### src/rtl/booth_pkg.sv
// Shared constants and encodings for the radix-2 Booth multiplier (datapath and control FSM).
package booth_pkg;
    localparam int DEF_WIDTH        = 4;
    localparam int DEF_COUNTER_SIZE = 3;

    typedef enum logic [1:0] {
        ST_START  = 2'd0,
        ST_CHARGE = 2'd1,
        ST_FINAL  = 2'd2
    } booth_state_t;

    typedef enum logic [1:0] {
        OP_NOP = 2'd0,
        OP_ADD = 2'd1,
        OP_SUB = 2'd2
    } booth_op_t;

    // Booth recoding of the {Q[0], q1} pair.
    function automatic booth_op_t booth_decode(input logic i_q0, input logic i_q1);
        case ({i_q0, i_q1})
            2'b01:   return OP_ADD;
            2'b10:   return OP_SUB;
            default: return OP_NOP;
        endcase
    endfunction
endpackage

### src/rtl/booth_step.sv
// One combinational Booth iteration: op decode, add/sub of sign-extended M, arithmetic right shift.
import booth_pkg::*;

module booth_step #(
    parameter int WIDTH = DEF_WIDTH
) (
    input  logic [WIDTH:0]   i_a,
    input  logic [WIDTH-1:0] i_q,
    input  logic             i_q1,
    input  logic [WIDTH-1:0] i_m,
    output logic [WIDTH:0]   o_a,
    output logic [WIDTH-1:0] o_q,
    output logic             o_q1
);
    logic [WIDTH:0] w_msext;
    logic [WIDTH:0] w_sum;
    booth_op_t      w_op;

    assign w_msext = {i_m[WIDTH-1], i_m};
    assign w_op    = booth_decode(i_q[0], i_q1);

    always_comb begin
        w_sum = i_a;
        case (w_op)
            OP_ADD:  w_sum = i_a + w_msext;
            OP_SUB:  w_sum = i_a - w_msext;
            default: w_sum = i_a;
        endcase
    end

    // {A,Q,q1} shifted right by one with the accumulator sign replicated.
    assign o_a  = {w_sum[WIDTH], w_sum[WIDTH:1]};
    assign o_q  = {w_sum[0], i_q[WIDTH-1:1]};
    assign o_q1 = i_q[0];
endmodule

### src/rtl/booth_datapath.sv
// Booth multiplier datapath: operand latches, accumulator, step counter with end guard.
import booth_pkg::*;

module booth_datapath #(
    parameter int WIDTH        = DEF_WIDTH,
    parameter int COUNTER_SIZE = DEF_COUNTER_SIZE
) (
    input  logic                    clk,
    input  logic                    rst_in,
    input  logic                    load,
    input  logic                    enP,
    input  logic [WIDTH-1:0]        mcand,
    input  logic [WIDTH-1:0]        mplier,
    output logic [COUNTER_SIZE-1:0] counter,
    output logic [2*WIDTH-1:0]      product,
    output logic                    done
);
    logic [WIDTH-1:0]        r_m;
    logic [WIDTH:0]          r_a;
    logic [WIDTH-1:0]        r_q;
    logic                    r_q1;
    logic [COUNTER_SIZE-1:0] r_cnt;

    logic [WIDTH:0]          w_a_nxt;
    logic [WIDTH-1:0]        w_q_nxt;
    logic                    w_q1_nxt;
    logic                    w_step;

    booth_step #(.WIDTH(WIDTH)) u_step (
        .i_a  (r_a),
        .i_q  (r_q),
        .i_q1 (r_q1),
        .i_m  (r_m),
        .o_a  (w_a_nxt),
        .o_q  (w_q_nxt),
        .o_q1 (w_q1_nxt)
    );

    // Guard keeps extra enabled edges after completion harmless.
    assign w_step = enP && (r_cnt < COUNTER_SIZE'(WIDTH));

    always_ff @(posedge clk or posedge rst_in) begin
        if (rst_in) begin
            r_m   <= '0;
            r_a   <= '0;
            r_q   <= '0;
            r_q1  <= 1'b0;
            r_cnt <= '0;
        end else if (load) begin
            r_m   <= mcand;
            r_a   <= '0;
            r_q   <= mplier;
            r_q1  <= 1'b0;
            r_cnt <= '0;
        end else if (w_step) begin
            r_a   <= w_a_nxt;
            r_q   <= w_q_nxt;
            r_q1  <= w_q1_nxt;
            r_cnt <= r_cnt + COUNTER_SIZE'(1);
        end
    end

    assign counter = r_cnt;
    assign product = {r_a[WIDTH-1:0], r_q};
    assign done    = (r_cnt == COUNTER_SIZE'(WIDTH));
endmodule
### config.mk
export PLATFORM = sky130hd
export DESIGN_NAME = booth_datapath
export DESIGN_NICKNAME = d
export VERILOG_FILES = /design/src/rtl/booth_pkg.sv /design/src/rtl/booth_step.sv /design/src/rtl/booth_datapath.sv
export SDC_FILE = /design/constraint.sdc
export NUM_CORES = 1
export LEC_CHECK = 0
export CAP_MARGIN = 25
export CELL_PAD_IN_SITES_DETAIL_PLACEMENT = 0
export CELL_PAD_IN_SITES_GLOBAL_PLACEMENT = 1
export CORE_ASPECT_RATIO = 1.1
export CORE_MARGIN = 8
export CORE_UTILIZATION = 35
export CTS_CLUSTER_SIZE = 25
export DETAILED_ROUTE_END_ITERATION = 7
export PLACE_DENSITY = 0.74
export SLEW_MARGIN = 20
export SYNTH_ARGS = -nofsm -noshare
export SYNTH_HDL_FRONTEND = slang
export SYNTH_HIERARCHICAL = 1
export SYNTH_SLANG_ARGS = --single-unit
export TNS_END_PERCENT = 30
### constraint.sdc
create_clock -name clk -period 4.76 [get_ports clk]
set_clock_uncertainty 0.15 [all_clocks]
set_input_delay 0.714 -clock clk [delete_from_list [all_inputs] [get_ports clk]]
set_output_delay 0.714 -clock clk [all_outputs]
set_load 0.005 [all_outputs]
Word-level counts from Yosys, hierarchy flattened
Index checks and enable logic that the tools add are counted.

cells by class
  eq/ne operators = 5
  divide/modulo/power cells = 0
  $add $sub $neg = 3
  shift-type cells = 0
  mux-type cells = 10
  $lt $le $gt $ge = 1
  bitwise operators = 0
  reduce and logical (&&, ||, !) cells = 2
  multiply operators = 0

operators by type and width
  operator                                             number
  two-way mux 5 bit                                    2
  case mux 5 bit (2 select lines)                      1
  two-way mux 4 bit                                    2
  two-way mux 3 bit                                    2
  adder 5 bit                                          1
  subtractor 5 bit                                     1
  equality test 2 x 1 -> 1 bit, second input constant  2
  equality test 2 bit, second input constant           2
  case mux 2 bit (2 select lines)                      1
  adder 3 x 1 -> 3 bit, second input constant          1
  equality test 3 bit, second input constant           1
  < comparator 3 bit, second input constant            1
  two-way mux 1 bit                                    2
  nonzero test 2 bit                                   1
  logical AND 1 bit                                    1

storage, ports and cells
  memory bits (read-only) = 0
  bits of input ports = 12
  output and inout port bits = 12
  register bits after elaboration = 17
  bits in latches = 0
  RAM bits = 0
  memories kept = 0

Logic depth before layout (Yosys ltp)
Gate-level depths: netlist (run 1).

  word-level depth = 6
  gate-level depth with buffers = 12
  mapped depth without buffers = 11

Hierarchy
The synthesis (run 1) kept the hierarchy.

modules (own cells, without submodules)
  module          area an instance (sq um)  instances  cells each
  booth_datapath  767.0                     1          74
  booth_step      384.1                     1          56

Worst setup path after synthesis (run 1)
No wires, ideal clock.

  path kind = register to register
  from = reg r_q[0]
  to = reg r_a[4]
  stages on the path, launching flop included = 11
  period minus slack after synthesis = 2.591 ns
  path slack = 2.169 ns
  arrival time = 2.305 ns
  required time = 4.474 ns
  buffers on the path = 1
  cells stage by stage = dfrtp_1 > ha_1 > mux2_2 > fa_1 > nand2b_1 > a21oi_2 > mux2i_1 > a32o_1 > buf_4 > nand2_1 > a21oi_1

between the ends
  cells in the longest elaborated chain, start to end = 6
  elaborated cells between the ends (all ways) = 8
  those cells by class = eq/ne: 4; mux: 4

RTL lines
  item                                                                 line                  source
  start: declaration                                                   booth_datapath.sv:20  logic [WIDTH-1:0] r_q;
  start signal: assignment                                             booth_datapath.sv:52  r_q <= mplier;
  start signal: assignment                                             booth_datapath.sv:57  r_q <= w_q_nxt;
  equality test 2 bit or equality test 2 x 1 -> 1 bit (tied branches)  booth_pkg.sv:20       case ({i_q0, i_q1})
  case mux 2 bit (2 select lines) (*)                                  booth_pkg.sv:20
  equality test 2 bit or equality test 2 x 1 -> 1 bit (tied branches)  booth_step.sv:24      case (w_op)
  case mux 5 bit (2 select lines) (*)                                  booth_step.sv:24
  named net w_a_nxt[3]                                                 booth_datapath.sv:24  logic [WIDTH:0] w_a_nxt;
  two-way mux 5 bit (*)                                                booth_datapath.sv:55  end else if (w_step) begin
  two-way mux 5 bit (*)                                                booth_datapath.sv:49  end else if (load) begin
  end signal: assignment                                               booth_datapath.sv:56  r_a <= w_a_nxt;
  end: declaration                                                     booth_datapath.sv:19  logic [WIDTH:0] r_a;

The timed path passes the listed nets; every way through them passes the cells marked *. The select of a mux whose other input is x is not followed.
A chain may end at the register's enable or synchronous reset.

Worst setup path in the final report (run 1)
  from = reg r_q[0]
  to = reg r_a[3]

Same word-level chain as after synthesis.

==> out/qor.csv, run 1 <==
stage,metric,value,unit
power,vdd_drop_max,0.000165,V
run,drv_cap,0,
timing,finalMaxSlewViolations,0,
synth,synth_warnings,6,
floorplan,start_util,35.4,%
detailed_routing,avgViaCountPerCell,4.75,
synth,yosysMostFrequentCell,nand2_1,
detailed_routing,dr.pass1.iters,4,
worst_setup_path,worstPathArrival,2.80,ns
clocking,cts.repair.resized,0,
grt,grt_pass1_wl,4180,um
synth,synth_cell_types,30,
timing,fmax,364,MHz
worst_setup_path,r2r_slack,2.02,ns
synth,synth_async_sr_flop_share,100,%
final_layout,drive_gt1_share,4.90,%
floorplan,dieArea,0.00538,sq mm
clocking,clock_sinks,17,
timing,rsz0062_at_grt,no,
grt,grt.overflow.total,0,
place,io_buffer_count,23,
final_layout,area_delta_synth_final,17.6,%
timing,finalCritPeriodShare,57.6,%
hold_path,hold_depth,2,
worst_setup_path,start_kind,register,
hold_path,min_from,r_q1$_DFFE_PP0P_,
synth,synth-edff-count,0,
worst_setup_path,crit_fanout,6,
final_layout,multiInputGateArea,589,sq um
floorplan,die_w,70.7,um
detailed_routing,routed_wl,2220,um
timing,fin_setup_tns,0,ns
worst_setup_path,r2r_cells,9,
synth,yosysTopAreaCellShare,37.0,%
final_layout,finish.net_count,165,
clocking,cts_buffer_depth,2,
worst_setup_path,path_cells,ha_1 > mux2_2 > fa_1 > nand2b_1 > a21oi_2 > mux2i_1 > a32o_1 > nand2_1 > a21oi_1,
detailed_routing,drtIter0Drc,19,
detailed_routing,drc,0,
worst_setup_path,endpoint_kind,register,
place,post-dp-hpwl,1760,um
synth,synth_area,0.00115,sq mm
timing,min_period,2.74,ns
detailed_routing,ant_nets,0,
power,leakage,0.000576,uW
worst_setup_path,crit_type,register to register,
floorplan,dieHeight,76.1,um
synth,synthCells,130,
detailed_routing,wire_per_inst,12.4,um
timing,finalSetupViolCount,0,
synth,synthTopCellsByCount,"nand2_1, dfrtp_1, buf_4, inv_1, a21oi_1",
synth,synth_seq_cells,17,
worst_setup_path,critPathSlowestCell,fa_1,
grt,grt_max_degree,22,
timing,layout_setup_ws,2.02,ns
worst_setup_path,cpPeakStageDelay,0.43,ns
place,place_congestion,0.856,
synth,synth_ff_type,dfrtp_1,
floorplan,io_pins,24,
hold_path,hold_end,r_q1$_DFFE_PP0P_,
grt,grt_pass1_vias,945,
clocking,cts_root_buffer,clkbuf_4,
synth,syn_area_per_cell,8.85,sq um
worst_setup_path,r2r_end,r_a[3]$_DFFE_PP0P_,
clocking,post-cts-setup-buffer-count,0,
clocking,cts_buffers,3,
worst_setup_path,crit_required,4.81,ns
clocking,cts.clk_slew.worst_paths,0.10,ns
detailed_routing,vias,850,
final_layout,diodes,0,
clocking,holdBufCountCts,0,
timing,hold_viol,0,
floorplan,rows,22,
outcome,status,"finished, final reports clean",
clocking,cts_tree,yes,
final_layout,seq_area,425,sq um
clocking,worstSkewPairLatency,0.29,ns
grt,grt_antenna_before_repair,0,
synth,yosysSeqAreaShare,37.0,%
final_layout,n_fill_cell,353,
timing,worst_pin_slew,0.756,ns
synth,yosysTopAreaCell,dfrtp_1,
floorplan,core,0.00325,sq mm
power,power.density,302,mW/mm^2
synth,syn_nets,151,
hold_path,hold_path_class,register to register,
timing,relSlewSlack,49.5,%
clocking,cts_max_level,1,
grt,track_usage,9.17,%
place,pre_cts_ws,2.03,ns
worst_setup_path,worstReg2RegStart,r_q[0]$_DFFE_PP0P_,
synth,synth_area_leaders,"dfrtp_1, ha_1, nand2_1",
## stage by stage
step | hold slack [ns] | util (%) | area (sq um) | cells | total power, uW
detailed placement | 0.366 | 40.9 | 1330 | 175 | 337
global placement | 0.365 | 40.9 | 1330 | 175 | 335
floorplan | 0.349 | - | 1150 | 130 | 299
finish | 0.382 | 41.7 | 1350 | 179 | 409
global route | 0.419 | 41.7 | 1350 | 179 | 444
CTS | 0.395 | 41.7 | 1350 | 179 | 418
## layer usage
metal	up-vias	global-route usage, %	routed length, um	share of wire (%)
li1	444	-	-	-
met1	390	10.2	908	41
met2	14	16.0	1170	53
met3	2	2.76	136	6.1
met4	0	3.13	5	0.23
met5	-	0	0	0
## worst max-delay path by stage
| stage | from | endpoint | slack (ns) | cells after the start |
|---|---|---|---|---|
| final | r_q[0]$_DFFE_PP0P_ | r_a[3]$_DFFE_PP0P_ | 2.02 | 9 |
| after global routing | r_q1$_DFFE_PP0P_ | r_a[3]$_DFFE_PP0P_ | 1.79 | 10 |
| after CTS | r_q[0]$_DFFE_PP0P_ | r_a[3]$_DFFE_PP0P_ | 2.00 | 9 |
| after detailed placement | r_q[0]$_DFFE_PP0P_ | r_a[3]$_DFFE_PP0P_ | 2.03 | 9 |
| after global placement | r_q[0]$_DFFE_PP0P_ | r_a[3]$_DFFE_PP0P_ | 2.09 | 9 |
| after floorplan | r_q[0]$_DFFE_PP0P_ | r_a[4]$_DFFE_PP0P_ | 2.17 | 10 |
## layout by cell type, fill, tap and decap left out, drive strengths merged
| cell type | n |
|---|---|
| inv | 10 |
| o31ai | 1 |
| mux2 | 5 |
| dfrtp | 17 |
| nor3 | 2 |
| xnor2 | 4 |
| a21boi | 1 |
| nor2 | 8 |
| and2 | 1 |
| ha | 8 |
| fa | 1 |
| or2 | 1 |
| a32o | 1 |
| o21ai | 9 |
| a21oi | 10 |
| mux2i | 5 |
| clkbuf | 4 |
| clkdlybuf4s50 | 23 |
| nand2 | 24 |
| nor3b | 1 |
| xor2 | 1 |
| nor2b | 3 |
| o21a | 1 |
| nand2b | 2 |
## final cells by class
class,count,share of cell area [%]
timing repair buffer,23,17.0
inverter,10,2.77
clock buffer,4,1.94
sequential,17,31.4
tap,36,3.33
multi-input combinational,89,43.5
## kinds of logic (layout without fill, tap and decap cells)
| kind of cell | after synthesis | after routing | share of synthesized area [%] |
|---|---|---|---|
| flops | 17 | 17 | 37.0 |
| mux | 10 | 10 | 9.24 |
| simple gates | 42 | 42 | 16.0 |
| compound gates | 23 | 23 | 11.7 |
| fa+ha+maj | 9 | 9 | 10.4 |
| xor+xnor | 5 | 5 | 3.80 |
| buf+inv | 24 | 37 | 11.8 |
## registers in the layout, summed over array words and instances (netlist names)
register and cells:
r_q 4, counter 3, r_q1 1, r_m 4
r_a 5
## report_power, final
| part | internal, uW | total [uW] | leakage, uW | switching [uW] |
|---|---|---|---|---|
| registers | 160 | 176 | 0.000218 | 16.2 |
| clock network | 32.6 | 77.6 | 0.0000150 | 45.0 |
| logic | 82.0 | 156 | 0.000343 | 73.8 |
| total | 274 | 409 | 0.000576 | 135 |
## worst max-delay path, delay by kind of cell, from the launching register on
kind	cells	cell delay (ns)
flip-flops	1	0.41
AO/OA/AOI/OAI	3	0.55
AND/OR/NAND/NOR	2	0.22
multiplexers	2	0.62
adder cells (fa/ha/maj)	2	0.72
Power figures use the tool's default switching activity.
==> inputs of run 2 (changes only) <==
Settings changed: CORE_UTILIZATION 35 to 34, PLACE_DENSITY 0.74 to 0.75.
Clock period 4.76 ns to 2.3 ns, I/O delays scaled along.
==> run 2 against run 1 <==
  * The flow now finishes with violations (setup timing)
  * Clock power is 100% higher
  * Worst setup slack worse by 2.1 ns
  * Highest routed layer unchanged
  * Critical path depth is 1 higher
  * Core utilization is 2.6 points higher
  * Routed wire length is 5.5% higher
  * Non-clock buffer count is 8 higher
  * Fmax is 14% higher
  * Worst hold slack worse by 0.089 ns
  * Sequential share of layout area is 2.3 points lower
  * Die area is 2.3% higher
  * Global-route usage is 0.10 points higher
  * Critical path type unchanged
==> out/qor.csv, run 2 (synthesis results as in run 1) <==
stage,metric,value,unit
outcome,status,"finished, violations left",
outcome,failed_checks,setup timing,
final_layout,finish.net_count,173,
clocking,cts_root_buffer,clkbuf_4,
worst_setup_path,worstPathArrival,2.48,ns
clocking,cts_max_level,1,
final_layout,drive_gt1_share,15.9,%
timing,finalSetupViolCount,3,
final_layout,largest_reg_flops,5,
timing,rsz0062_at_grt,yes,
timing,fmax,415,MHz
timing,layout_setup_ws,-0.108,ns
final_layout,mostFrequentLayoutCells,"nand2_1, clkdlybuf4s50_1, dfrtp_1",
hold_path,hold_path_class,primary input to async pin,
detailed_routing,ant_nets,0,
worst_setup_path,start_kind,register,
worst_setup_path,crit_type,register to register,
worst_setup_path,endpoint_kind,register,
final_layout,regMostFlops,r_a,
power,power.density,628,mW/mm^2
final_layout,final_common_cell,nand2_1,
final_layout,area_delta_synth_final,27.1,%
final_layout,seq_area,425,sq um
grt,track_usage,9.27,%
worst_setup_path,crit_required,2.37,ns
grt,grt_pass1_wl,4220,um
final_layout,top_regs,"r_a x5, r_m x4, r_q x4",
timing,finalCritPeriodShare,105,%
final_layout,n_fill_cell,339,
floorplan,start_util,34.8,%
timing,finalMaxSlewViolations,0,
clocking,post-cts-setup-buffer-count,0,
place,post-dp-hpwl,1900,um
grt,grt_max_degree,18,
timing,relSlewSlack,56.4,%
timing,hold_viol,0,
clocking,cts_buffers,3,
worst_setup_path,startpoint,r_m[0]$_DFFE_PP0P_,
clocking,holdBufCountCts,0,
detailed_routing,drtIter0Drc,21,
timing,whs,0.292,ns
power,vdd_drop_max,0.000298,V
timing,worst_pin_slew,0.654,ns
power,leakage,0.000632,uW
grt,grt_antenna_before_repair,0,
clocking,clock_sinks,17,
floorplan,io_pins,24,
clocking,cts_tree,yes,
floorplan,dieHeight,77.0,um
final_layout,multiInputGateArea,638,sq um
detailed_routing,drc,0,
detailed_routing,routed_wl,2350,um
place,io_buffer_count,23,
place,place_congestion,0.728,
clocking,cts_buffer_depth,2,
clocking,cts.clk_slew.worst_paths,0.10,ns
final_layout,diodes,0,
grt,grt.overflow.total,0,
final_layout,instances_no_fill,187,
grt,grt_pass1_vias,979,
detailed_routing,avgViaCountPerCell,4.73,
detailed_routing,vias,884,
run,drv_cap,0,
detailed_routing,wire_per_inst,12.5,um
floorplan,core,0.00330,sq mm
timing,min_period,2.41,ns
floorplan,die_w,71.5,um
floorplan,dieArea,0.00551,sq mm
clocking,worstSkewPairLatency,0.28,ns
floorplan,rows,22,
detailed_routing,dr.pass1.iters,2,
worst_setup_path,crit_fanout,3,
place,dp_cells,183,
final_layout,fin_util,44.3,%
worst_setup_path,worstReg2RegStart,r_m[0]$_DFFE_PP0P_,
## run 2: routing by layer
| metal | vias to the layer above | track usage (%) | wire length [um] |
|---|---|---|---|
| li1 | 458 | - | - |
| met5 | - | 0 | 0 |
| met3 | 2 | 2.34 | 104 |
| met4 | 0 | 3.07 | 14 |
| met1 | 412 | 10.4 | 1030 |
| met2 | 12 | 16.5 | 1190 |
## run 2: where the power goes
group	internal, uW	total (uW)	switching, uW
clock network	67.3	157	89.9
logic	219	398	179
registers	331	363	32.2
## run 2: final cells by class
| class | instances | area share (%) |
|---|---|---|
| well taps | 36 | 3.08 |
| inverters | 10 | 2.57 |
| flip-flops and latches | 17 | 29.1 |
| multi-input cells | 89 | 43.6 |
| repair buffers | 31 | 19.8 |
| clock buffers | 4 | 1.80 |
## run 2: critical path: stages (launching register included)
cell	delay, ns
dfrtp_1	0.36
inv_1	0.05
ha_1	0.27
mux2_4	0.28
fa_2	0.34
nand2b_4	0.15
a21oi_4	0.17
mux2i_1	0.20
a32o_2	0.19
nand2_1	0.06
a21oi_2	0.11
## run 2: per-stage QoR
step           cell area [sq um]  TNS [ns]  setup WS [ns]  total power, uW
4_1_cts                     1450    -0.293         -0.114              926
3_5_place_dp                1420    -0.308         -0.122              759
6_report                    1460    -0.240         -0.108              918
2_1_floorplan               1180    -0.179         -0.133              646
5_1_grt                     1460    -0.718         -0.247              989
3_3_place_gp                1420    -0.102        -0.0407              748
## run 2: timing repair
item	in CTS	in global routing
endpoints found under the setup margin	3	4
pin swaps	3	7
resized for setup	1	8
## run 2: path summary, 6_finish.rpt
kind	end	slack, ns	depth (start not counted)
worst max-delay path	r_a[4]$_DFFE_PP0P_	-0.11	10
min in group clk	r_q1$_DFFE_PP0P_	0.39	2
max in group asynchronous	r_a[1]$_DFFE_PP0P_	1.29	2
worst max register to register	r_a[4]$_DFFE_PP0P_	-0.11	10
worst min-delay path	r_q[2]$_DFFE_PP0P_	0.29	2
worst min register to register	r_q1$_DFFE_PP0P_	0.39	2
